--- config.mk ---
export PLATFORM = sky130hd
export DESIGN_NAME = fetch_sched
export DESIGN_NICKNAME = d
export VERILOG_FILES = /design/src/rtl/fetch_sched.sv
export SDC_FILE = /design/constraint.sdc
export NUM_CORES = 1
export LEC_CHECK = 0
export ABC_AREA = 1
export BUFFER_PORTS_ARGS = -buffer_cell sky130_fd_sc_hd__buf_2
export CAP_MARGIN = 0
export CELL_PAD_IN_SITES_DETAIL_PLACEMENT = 1
export CELL_PAD_IN_SITES_GLOBAL_PLACEMENT = 1
export CORE_ASPECT_RATIO = 1.4
export CORE_UTILIZATION = 40
export DETAILED_ROUTE_END_ITERATION = 8
export GPL_TIMING_DRIVEN = 0
export PLACE_DENSITY_LB_ADDON = 0.1
export SKIP_CTS_REPAIR_TIMING = 1
export SLEW_MARGIN = 20
export SYNTH_ARGS = -nofsm -noshare
export SYNTH_HDL_FRONTEND = slang
export SYNTH_SLANG_ARGS = --single-unit
--- constraint.sdc ---
create_clock -name clk -period 5.35 [get_ports clk]
set_input_delay 0.2675 -clock clk [delete_from_list [all_inputs] [get_ports clk]]
set_output_delay 0.2675 -clock clk [all_outputs]
set_load 0.005 [all_outputs]
--- src/rtl/fetch_sched.sv ---
// fetch_sched: round-robin fetch scheduler feeding a fixed-latency imem.
// Tracks in-flight tags, buffers returns, and supports per-slot flush.
module fetch_sched #(
  parameter int NUM_REQ   = 8,
  parameter int WORD_W    = 32,
  parameter int MEM_LAT   = 2,
  parameter int BUF_DEPTH = 4,
  localparam int TAG_W    = (NUM_REQ > 1) ? $clog2(NUM_REQ) : 1
) (
  input  logic                      clk,
  input  logic                      rst,
  input  logic [NUM_REQ-1:0]        req_valid,
  input  logic [NUM_REQ*WORD_W-1:0] req_pc,
  input  logic [NUM_REQ-1:0]        flush,
  output logic [NUM_REQ-1:0]        req_ack,
  output logic [NUM_REQ-1:0]        busy,
  output logic                      mem_rd_en,
  output logic [WORD_W-1:0]         mem_rd_addr,
  input  logic [WORD_W-1:0]         mem_rd_data,
  output logic                      out_valid,
  input  logic                      out_ready,
  output logic [TAG_W-1:0]          out_tag,
  output logic [WORD_W-1:0]         out_pc,
  output logic [WORD_W-1:0]         out_instr
);

  localparam int CW = $clog2(BUF_DEPTH + 1);
  localparam int PW = (BUF_DEPTH > 1) ? $clog2(BUF_DEPTH) : 1;

  typedef struct packed {
    logic              v;
    logic              k;
    logic [TAG_W-1:0]  tag;
    logic [WORD_W-1:0] pc;
  } pipe_t;

  typedef struct packed {
    logic              k;
    logic [TAG_W-1:0]  tag;
    logic [WORD_W-1:0] pc;
    logic [WORD_W-1:0] instr;
  } fent_t;

  logic [NUM_REQ-1:0] r_busy;
  logic [TAG_W-1:0]   r_rr;
  logic [CW-1:0]      r_cnt;
  pipe_t              r_pipe [MEM_LAT];
  fent_t              r_fifo [BUF_DEPTH];
  logic [PW-1:0]      r_rp;
  logic [PW-1:0]      r_wp;
  logic [CW-1:0]      r_fcnt;

  logic [NUM_REQ-1:0] w_elig;
  logic               w_found;
  logic [TAG_W-1:0]   w_gnt;
  logic               w_issue;
  logic [WORD_W-1:0]  w_pc;
  pipe_t              w_pn   [MEM_LAT];
  fent_t              w_fn   [BUF_DEPTH];
  pipe_t              w_last;
  logic               w_push;
  logic               w_push_k;
  fent_t              w_head;
  logic               w_hv;
  logic               w_pop;
  logic               w_take;
  logic [NUM_REQ-1:0] w_clr;

  function automatic logic [PW-1:0] ptr_inc(input logic [PW-1:0] p);
    return (p == PW'(BUF_DEPTH - 1)) ? '0 : p + 1'b1;
  endfunction

  // round-robin search: slots at/after r_rr first, then wrap
  always_comb begin
    w_elig  = req_valid & ~r_busy & ~flush;
    w_found = 1'b0;
    w_gnt   = '0;
    for (int i = 0; i < NUM_REQ; i++) begin
      if (!w_found && w_elig[i] && (TAG_W'(i) >= r_rr)) begin
        w_found = 1'b1;
        w_gnt   = TAG_W'(i);
      end
    end
    for (int i = 0; i < NUM_REQ; i++) begin
      if (!w_found && w_elig[i]) begin
        w_found = 1'b1;
        w_gnt   = TAG_W'(i);
      end
    end
  end

  // issue gating on credit, plus memory/ack drive
  always_comb begin
    w_issue     = w_found && (r_cnt < CW'(BUF_DEPTH)) && !rst;
    w_pc        = req_pc[w_gnt*WORD_W +: WORD_W];
    req_ack     = w_issue ? (NUM_REQ'(1) << w_gnt) : '0;
    mem_rd_en   = w_issue;
    mem_rd_addr = w_issue ? {2'b00, w_pc[WORD_W-1:2]} : '0;
  end

  // FIFO head view, pop decision and busy clears
  always_comb begin
    w_last    = r_pipe[MEM_LAT-1];
    w_push    = w_last.v;
    w_push_k  = w_last.k | flush[w_last.tag];
    w_head    = r_fifo[r_rp];
    w_hv      = (r_fcnt != '0);
    out_valid = w_hv && !w_head.k;
    w_take    = out_valid && out_ready;
    w_pop     = w_hv && (w_head.k || out_ready);
    w_clr     = flush;
    if (w_take) w_clr = w_clr | (NUM_REQ'(1) << w_head.tag);
    out_tag   = out_valid ? w_head.tag   : '0;
    out_pc    = out_valid ? w_head.pc    : '0;
    out_instr = out_valid ? w_head.instr : '0;
  end

  // next state of the memory shadow pipe with flush kills
  always_comb begin
    w_pn[0].v   = w_issue;
    w_pn[0].k   = 1'b0;
    w_pn[0].tag = w_gnt;
    w_pn[0].pc  = w_pc;
    for (int s = 1; s < MEM_LAT; s++) begin
      w_pn[s]   = r_pipe[s-1];
      w_pn[s].k = r_pipe[s-1].k | flush[r_pipe[s-1].tag];
    end
  end

  // next state of FIFO storage: kill marks plus the push slot
  always_comb begin
    for (int j = 0; j < BUF_DEPTH; j++) begin
      w_fn[j]   = r_fifo[j];
      w_fn[j].k = r_fifo[j].k | flush[r_fifo[j].tag];
      if (w_push && (PW'(j) == r_wp)) begin
        w_fn[j].k     = w_push_k;
        w_fn[j].tag   = w_last.tag;
        w_fn[j].pc    = w_last.pc;
        w_fn[j].instr = mem_rd_data;
      end
    end
  end

  // arbiter pointer, busy flags and outstanding credit count
  always_ff @(posedge clk) begin
    if (rst) begin
      r_rr   <= '0;
      r_busy <= '0;
      r_cnt  <= '0;
    end else begin
      if (w_issue)
        r_rr <= (w_gnt == TAG_W'(NUM_REQ - 1)) ? '0 : w_gnt + 1'b1;
      r_busy <= (r_busy & ~w_clr) | req_ack;
      if (w_issue && !w_pop)      r_cnt <= r_cnt + 1'b1;
      else if (!w_issue && w_pop) r_cnt <= r_cnt - 1'b1;
    end
  end

  // shadow pipe register; reset drops any pre-reset reads
  always_ff @(posedge clk) begin
    if (rst) begin
      for (int s = 0; s < MEM_LAT; s++) r_pipe[s] <= '0;
    end else begin
      for (int s = 0; s < MEM_LAT; s++) r_pipe[s] <= w_pn[s];
    end
  end

  // return FIFO storage and pointers
  always_ff @(posedge clk) begin
    if (rst) begin
      for (int j = 0; j < BUF_DEPTH; j++) r_fifo[j] <= '0;
      r_rp   <= '0;
      r_wp   <= '0;
      r_fcnt <= '0;
    end else begin
      for (int j = 0; j < BUF_DEPTH; j++) r_fifo[j] <= w_fn[j];
      if (w_push) r_wp <= ptr_inc(r_wp);
      if (w_pop)  r_rp <= ptr_inc(r_rp);
      if (w_push && !w_pop)      r_fcnt <= r_fcnt + 1'b1;
      else if (!w_push && w_pop) r_fcnt <= r_fcnt - 1'b1;
    end
  end

  assign busy = r_busy;

  // credit accounting must keep the FIFO from overflowing
  a_no_ovf: assert property (@(posedge clk) disable iff (rst)
    !(w_push && !w_pop && (r_fcnt == CW'(BUF_DEPTH))));

endmodule

==> impl_metrics.toml <==
[yosys]
synth_fa_ha_area_share_pct = 1.09
ys_ff_latch = 368
synth_top_family_by_area = "simple AND/OR/NAND/NOR gates"
synthMuxAreaShare_pct = 0
synthXorXnorAreaFrac_pct = 0.0473
syn_avg_cell_area_um2 = 6.28
synthArstFlopShare_pct = 0
syn_area_um2 = 18500
synth-compound-area-share_pct = 15.9
yosys.area_share.simple_pct = 33.7
synth_flop_cell = "dfxtp_1"
ys_seq_area_share_pct = 39.8
yosys_warnings = 0
synth_cells = 2952
ys_types = 38
synth_edf_count = 0

[setup_path]
critPathKind = "reg2out"
worstReg2RegStart = "busy[2]$_SDFF_PP0_"
critPathArrivalTime_ns = 3.92
rr_worst_depth = 18
crit_required_ns = 5.08
reg2reg_to = "r_pipe[0][6]$_SDFF_PP0_"
worst-r2r-setup-slack_ns = 2.01
crit_slowest_cell = "clkbuf_1"
start_kind = "flop"
crit_chain = "inv_1 > nand2_1 > nor2_1 > nand2_1 > nand2_1 > nor2_2 > nand4_1 > nand2_1 > a21oi_1 > o21ai_1 > nor2_2 > buf_2 > clkbuf_1 > nand3_1 > nand3_1 > nand3_1 > nand2_1 > nor2_1 > buf_2"
slowest_delay_ns = 0.49
endpoint = "mem_rd_addr[5]"
crit_fanout = 10
crit_start = "busy[2]$_SDFF_PP0_"
worstSetupEndpointType = "output port"
cp_common_cell = "nand2_1"

[cells_and_area]
utilization_pct = 49.8
fin_nets = 3732
syn_to_final_growth_pct = 21.9
fill_cells = 6409
drive_gt1_share_pct = 15.8

[sta]
finalSetupViolCount = 0
hold_ws_ns = 0.0244
worst_slew_pin_slew_ns = 0.875
slew_violations = 0
finClkSkew_ns = 0.0196
finalSetupTns_ns = 0
finalHoldViolCount = 0
max_freq_mhz = 239
slew_headroom_pct = 41.7
period_share_pct = 78.3
final_period_minus_worst_setup_slack_ns = 4.19
rsz0062_at_grt = "no"

[floorplanning]
core_area_um2 = 45400
design.die.area_um2 = 47200
die_h_um = 257
rows = 92
die_w_um = 184
initial_core_util_pct = 40.9
io_pins = 424

[power]
p_leak_nw = 10.4
ir_worst_vdd_mv = 0.205
powerDensity_nw_per_um2 = 473

[routing]
viasPerCell = 5.26
first_iter_violations = 1054
wl_per_cell_um = 20.4
drtAntennaViolNets = 0
routed-via-count = 21305
dr.pass1.iters = 5
routed_wl_mm = 82.6
post-route-drc-count = 0

[place]
io_buffers = 418
hpwl_mm = 66.4
place.gp.congestion = 1.03

[hold_path]
min-delay-path-class = "in2reg"
min_from = "mem_rd_data[9]"

[global_routing]
grt_max_degree = 14
grt_usage_pct = 34.7
antenna_found_initial = 5
grt_pass1_wl_mm = 126
grt_overflow = 0
grt_pass1_vias = 22661

[clocking]
clockBufferDepth = 3
numCtsBuffers = 37
cts_root_buf = "clkbuf_16"
cts_tree = "yes"
clkLatencyLatePin_ns = 0.55
h-tree-depth = 2
path_clk_slew_ns = 0.06
clock-sinks = 368

[status]
status = "finished, final reports clean"

[job]
max_cap_violations = 0
sequential cells by signal (all words and copies together) (netlist names), named ones only:
register and cells:
r_fifo 272, r_pipe 73, busy 8, r_cnt 3, r_fcnt 3, r_rr 3
r_rp 2, r_wp 2
per-layer routing:
metal / share of wire, % / GRT usage [%]
met4: 5.4 / 18.5
met1: 37 / 35.5
met2: 53 / 67.0
met5: 0.027 / 0
met3: 4.4 / 4.62
worst min path at each step:
stage                                endpoint  slack (ns)  depth (start not counted)
floorplan            r_pipe[0][37]$_SDFF_PP0_        0.39                          2
global placement     r_pipe[0][57]$_SDFF_PP0_        0.39                          2
detailed placement   r_pipe[0][49]$_SDFF_PP0_        0.40                          2
CTS                 r_fifo[1][9]$_SDFFE_PP0P_        0.02                          3
global route        r_fifo[1][9]$_SDFFE_PP0P_        0.04                          3
finish              r_fifo[1][9]$_SDFFE_PP0P_        0.02                          3
per-stage QoR:
stage,cells,total power [mW],setup WS [ns],instance area [µm²]
2_1_floorplan,2953,6.16,2.74,18500
3_3_place_gp,3982,7.95,1.62,21400
3_5_place_dp,3982,8.09,1.55,21400
4_1_cts,4045,10.7,1.19,22600
5_1_grt,4047,11.3,0.930,22600
6_report,4048,10.7,1.16,22600
critical path, delay by kind of cell, from the launching register on:
| kind | cells | cell delay (ns) |
|---|---|---|
| AOI/OAI and AO/OA | 2 | 0.24 |
| and+or+nand+nor | 13 | 1.75 |
| DFF | 1 | 0.31 |
| buffers and inverters | 4 | 1.09 |
layout make-up:
class | instances | area [µm²] | share of cell area, %
Antenna cell | 3 | 7.51 | 0.0332
Clock buffer | 55 | 1120 | 4.94
Timing Repair Buffer | 418 | 2090 | 9.26
Sequential cell | 368 | 7370 | 32.6
Multi-Input combinational cell | 2147 | 9410 | 41.7
Buffer | 212 | 903 | 4.00
Tap cell | 611 | 764 | 3.39
Inverter | 226 | 848 | 3.76
Clock inverter | 8 | 71.3 | 0.316
power breakdown:
| part | switching, mW | internal, mW |
|---|---|---|
| Sequential | 0.225 | 3.11 |
| Clock | 1.10 | 1.49 |
| Combinational | 3.30 | 1.46 |
| Total | 4.63 | 6.05 |
cells in the final DEF, fill, tap and decap left out, drive strengths merged, types with 3 or more instances in the layout:
| cell type | n |
|---|---|
| buf | 512 |
| a311oi | 4 |
| clkinv | 8 |
| nand4 | 7 |
| a21oi | 121 |
| nor3 | 7 |
| dfxtp | 368 |
| diode | 3 |
| o21ai | 435 |
| a211oi | 5 |
| nand3 | 259 |
| inv | 224 |
| ha | 13 |
| nor2 | 921 |
| o211ai | 4 |
| nand2 | 355 |
| clkbuf | 173 |
Yosys cell counts, types with 3 or more instances:
cell / count / area [µm²]
o21ai_0: 433 / 2170
a311oi_1: 4 / 35.0
nand4_2: 3 / 37.5
clkbuf_1: 118 / 443
a211oi_1: 5 / 37.5
nor2_2: 5 / 31.3
nand4_1: 4 / 25.0
inv_2: 9 / 33.8
nand3_1: 257 / 1290
nor2_1: 915 / 3430
buf_2: 29 / 145
inv_1: 214 / 803
a21oi_1: 121 / 606
nand2_1: 353 / 1330
nor3_1: 7 / 35.0
clkinv_1: 3 / 11.3
buf_4: 15 / 113
o211ai_1: 4 / 30.0
dfxtp_1: 368 / 7370
buf_1: 48 / 180
ha_1: 13 / 163
kinds of logic after synthesis:
family / Yosys count
buffers and inverters: 438
and+or+nand+nor: 1552
adders and majority gates: 15
xor gates and xnor gates: 1
AOI/OAI and AO/OA: 577
other: 1
DFF: 368
(Power assumes the default switching activity.)
